File: src/rtl/frame_scheduler.sv
// Double-buffered frame scheduler. It starts the drawing engine on each frame tick
// and commits engine pixels into the back buffer. Buffers swap on the tick after drawing completes.
module frame_scheduler #(
    parameter int W = 640,
    parameter int H = 480
) (
    input  logic        Clk,
    input  logic        Reset,
    input  logic        frame_clk,
    input  logic        draw_done,
    input  logic [9:0]  draw_x,
    input  logic [9:0]  draw_y,
    input  logic [7:0]  draw_color,
    input  logic        mem_ready,
    output logic [1:0]  frame_clk_edge,
    output logic        buffer_using,
    output logic        wr_en,
    output logic        mem_we,
    output logic [19:0] mem_addr,
    output logic [7:0]  mem_data,
    output logic [7:0]  overrun_cnt
);

    typedef enum logic [1:0] {IDLE, START, DRAW, WAIT_SWAP} state_t;

    state_t      state, state_nxt;
    logic        sync1, sync2, sync_prev;
    logic        done_prev;
    logic        back_sel;
    logic        tick, done_rise, in_range;
    logic [18:0] offset;

    assign tick      = sync2 & ~sync_prev;
    assign done_rise = draw_done & ~done_prev;
    assign in_range  = ({1'b0, draw_x} < 11'(W)) && ({1'b0, draw_y} < 11'(H));
    assign offset    = 19'(draw_y) * 19'(W) + 19'(draw_x);

    always_ff @(posedge Clk or posedge Reset) begin
        if (Reset) begin
            sync1     <= 1'b0;
            sync2     <= 1'b0;
            sync_prev <= 1'b0;
            done_prev <= 1'b0;
        end else begin
            sync1     <= frame_clk;
            sync2     <= sync1;
            sync_prev <= sync2;
            done_prev <= draw_done;
        end
    end

    always_comb begin
        state_nxt      = state;
        frame_clk_edge = 2'b00;
        wr_en          = 1'b0;
        case (state)
            IDLE:      if (tick) state_nxt = START;
            START: begin
                frame_clk_edge = 2'b01;
                state_nxt      = DRAW;
            end
            DRAW: begin
                wr_en = mem_ready;
                if (done_rise) state_nxt = WAIT_SWAP;
            end
            WAIT_SWAP: if (tick) state_nxt = START;
            default:   state_nxt = IDLE;
        endcase
    end

    always_ff @(posedge Clk or posedge Reset) begin
        if (Reset) begin
            state        <= IDLE;
            back_sel     <= 1'b1;
            buffer_using <= 1'b0;
            overrun_cnt  <= 8'd0;
        end else begin
            state <= state_nxt;
            if (state == START)
                back_sel <= ~buffer_using;
            if (state == WAIT_SWAP && tick)
                buffer_using <= back_sel;
            // A tick during DRAW is a dropped frame, even if drawing finishes that same cycle.
            if (state == DRAW && tick && overrun_cnt != 8'hFF)
                overrun_cnt <= overrun_cnt + 8'd1;
        end
    end

    always_ff @(posedge Clk or posedge Reset) begin
        if (Reset) begin
            mem_we   <= 1'b0;
            mem_addr <= 20'd0;
            mem_data <= 8'd0;
        end else begin
            mem_we <= wr_en && in_range;
            if (wr_en && in_range) begin
                mem_addr <= {back_sel, offset};
                mem_data <= draw_color;
            end
        end
    end

endmodule
File: config.mk
export PLATFORM = sky130hd
export DESIGN_NAME = frame_scheduler
export DESIGN_NICKNAME = d
export VERILOG_FILES = /design/src/rtl/frame_scheduler.sv
export SDC_FILE = /design/constraint.sdc
export NUM_CORES = 1
export LEC_CHECK = 0
export ABC_AREA = 1
export CAP_MARGIN = 20
export CORE_MARGIN = 8
export CORE_UTILIZATION = 33
export CTS_BUF_LIST = sky130_fd_sc_hd__clkbuf_4
export DETAILED_ROUTE_END_ITERATION = 16
export DONT_BUFFER_PORTS = 1
export PLACE_DENSITY = 0.48
export SLEW_MARGIN = 0
export SYNTH_ARGS = -nofsm -noshare
export SYNTH_HDL_FRONTEND = slang
export SYNTH_SLANG_ARGS = --single-unit
File: constraint.sdc
create_clock -name Clk -period 4.2 [get_ports Clk]
set_input_delay 0.21 -clock Clk [delete_from_list [all_inputs] [get_ports Clk]]
set_output_delay 0.21 -clock Clk [all_outputs]
set_load 0.01 [all_outputs]
==> summary.md <==
| Metric | Value |
|---|---|
| Outcome | complete, no violations |
| Via count | between 2,000 and 2,500 |
| DRT antenna net count | 0 |
| Boundary pin count | 74 |
| Area growth syn-to-layout | 12.4% |
| Hold Path Origin | draw_y[0] |
| Layout cells sized above 1 | 9.35% |
| Total GRT Usage | 11.5% |
| CP bufs+invs | 3 |
| Pwr Density | 499 nW/um^2 |
| Post-CTS setup buffer count | 0 |
| Number of I/O port buffers | 0 |
| CTS tree | built |
| Final cell count without fillers | approximately 460 |
| Antenna Cells | 0 |
| Global placer's final weighted congestion | between 0.7 and 0.8 |
| Vias per inst | 4.57 |
| Final hold vios | 0 |
| Avg WL per Cell | about 14 microns |
| DIE AREA | between 10,000 and 15,000 sq um |
| Maxcap violations | 0 |
| Min cycle time layout | approximately 1900 ps |
| Syn_nets | 391 |
| Ys flop type | dfrtp_1 |
| F_max | approximately 520 MHz |
| Largest net degree at the start of global routing | 46 |
| Syn Area/Cell | between 8 and 9 sq um |
| Crit Path Class | register to register |
| First-pass GRT wire length | approximately 11,000 microns |
| Critical Path Slowest Stage Cell | dfrtp_1 |
| Drc violations | 0 |
| Global route overflow | 0 |
| Routed WL | roughly 6400 microns |
| Ys Warns | 0 |
| Num CTS Buffers | 5 |
| Vias in the first global route | between 2,000 and 2,500 |
| Initial antenna violation count | 0 |
| DRT iter0 DRCs | 82 |
| Leak pwr | 0.00159 uW |
| Clk_lat worst skew | approximately 350 ps |
| Clock root buffer master | clkbuf_4 |
| Hold WS | 147 ps |
| Crit. Startpoint | state[0]$_DFFE_PP0P_ |
| Worst slew pin tran | about 900 ps |
| Cell family with most CP delay | buffers and inverters |
| Slowest stage delay, CP | between 400 and 500 ps |
| Cell variety after synth | 30 |
| Syn Inst Count | 332 |
| Critical Path RT | 4450 ps |
| Nets | roughly 410 |
| H-tree depth | 2 |
| CTS sink cnt | 45 |
| Setup-failing EPs final | 0 |
| Async SR Flop Fraction | 100% |
| RSZ-0062 raised after global routing | false |
| Initial Util | between 30% and 40% |
| Endpoint class of the critical path | register |
| Max-slew violations | 0 |
| Sum Neg Setup Slack | 0 ps |
| Register area share after synthesis | 41.7% |
| Die height | between 100 and 150 microns |
| Period utilisation layout | 45.7% |
| Crit Reg-Reg Startpoint | state[0]$_DFFE_PP0P_ |
| Number of synthesized register bits | 45 |
| CP startpoint kind | register |
| Crit-path max FO | 33 |
| Final Util | between 30% and 40% |
| # rows | 33 |
| Worst hold path type | input pin to register |
| Worst-path clk slew | about 130 ps |
| DR pass1 iterations | 4 |
| Placed cells | approximately 430 |
| Die width | ~110 microns |
| VDD IR max | between 0.00015 and 0.0002 V |
| Syn Std Cell Area | roughly 2700 sq um |
| Hpwl dp | between 4000 and 5000 microns |
| Post-synth EDFFs | 0 |
| CORE AREA | just over 8000 sq um |
| Critical Path AT | between 2000 and 2500 ps |
| Clk buf depth | 2 |
| CP Cell Sequence | inv_1 -> ha_1 -> nand2_2 -> nor4_4 -> buf_4 -> inv_4 -> o31ai_2 |
| Clock Skew | 17.7 ps |
| Rel. slew slack | between 30% and 40% |
## report_power, final
part | switching [uW] | total (uW) | internal (uW)
Combinational | 258 | 436 | 178
Sequential | 216 | 812 | 596
Clock | 137 | 268 | 131
## flip-flops by register name, indices dropped and copies added (netlist names)
name and cells:
mem_data 8, buffer_using 1, sync_prev 1, sync2 1
mem_we 1, back_sel 1, overrun_cnt 8, done_prev 1
sync1 1, mem_addr 20, state 2
## worst reg2reg max path, stage by stage, from the launching register on
cell	delay, ps
dfrtp_1	440
inv_1	70
ha_1	200
nand2_2	110
nor4_4	240
buf_4	320
inv_4	220
o31ai_2	230
## worst paths after layout
check | to | slack, ps | cells after the start
worst min register to register | sync2$_DFF_PP0_ | 380 | 0
worst min-delay path | mem_addr[7]$_DFFE_PP0P_ | 150 | 3
worst max-delay path | mem_addr[9]$_DFFE_PP0P_ | 2280 | 7
min in group asynchronous | overrun_cnt[4]$_DFFE_PP0P_ | 500 | 2
max in group asynchronous | mem_addr[8]$_DFFE_PP0P_ | 3110 | 2
worst max register to register | mem_addr[9]$_DFFE_PP0P_ | 2280 | 7
## repair_timing
| action | in CTS | in global routing |
|---|---|---|
| hold endpoints to repair | 61 | 0 |
| hold buffers | 18 | 0 |
| gates resized for setup | 0 | 0 |
## through the flow
step	total power, uW	area [sq um]	setup WS [ps]
after floorplan	1130	2700	2220
after global placement	1250	2780	2050
after detailed placement	1260	2780	2040
after CTS	1540	3040	2230
after global routing	1650	3040	2100
final	1520	3040	2280
## logic make-up after synthesis
| family | after synthesis | share of synthesized area (%) |
|---|---|---|
| buf+inv | 46 | 8.01 |
| fa+ha+maj | 26 | 12.6 |
| other cells | 1 | 0.139 |
| xor+xnor | 10 | 3.24 |
| flops | 45 | 41.7 |
| simple gates | 179 | 28.4 |
| compound gates | 25 | 5.88 |
## synth_stat cells (2+ instances only)
| cell type | count | area share (%) |
|---|---|---|
| a21oi_1 | 5 | 0.93 |
| buf_6 | 5 | 2.1 |
| dfrtp_1 | 44 | 41 |
| fa_1 | 2 | 1.5 |
| ha_1 | 24 | 11 |
| inv_1 | 36 | 5.0 |
| inv_2 | 3 | 0.42 |
| nand2_1 | 116 | 16 |
| nand2_2 | 9 | 2.1 |
| nand3_1 | 27 | 5.0 |
| nand4_1 | 3 | 0.69 |
| nor2_1 | 18 | 2.5 |
| nor2_2 | 3 | 0.69 |
| o21a_1 | 2 | 0.56 |
| o21ai_0 | 4 | 0.74 |
| o21ai_1 | 8 | 1.5 |
| o21ai_2 | 2 | 0.65 |
| xnor2_1 | 6 | 1.9 |
| xor2_1 | 4 | 1.3 |
## area by class of cell
class	instances	area, sq um
clock inverters	2	33.8
clock buffers	6	45.0
flip-flops and latches	45	1130
repair buffers	19	188
well taps	105	131
multi-input cells	241	1360
fillers	885	5060
inverters	40	153
## layout by cell type (no fill, tap or decap), types with 6 or more instances in the layout
| cell type | netlist | routed |
|---|---|---|
| dfrtp_1 | 44 | 44 |
| o21ai_1 | 8 | 8 |
| nand2_1 | 116 | 116 |
| xnor2_1 | 6 | 6 |
| clkbuf_4 | 0 | 6 |
| ha_1 | 24 | 24 |
| nor2_1 | 18 | 18 |
| nand2_2 | 9 | 9 |
| inv_1 | 36 | 35 |
| dlygate4sd3_1 | 0 | 18 |
| nand3_1 | 27 | 27 |
## layer usage
metal  global-route usage, %  up-vias  wire, microns
met5                       0        -              0
met4                    3.32        0             61
met3                    3.15        4            419
met2                    20.4       39           3230
met1                    13.3      967           2700
li1                        -     1082              -
Note: power is estimated with default switching activity, not from simulation.
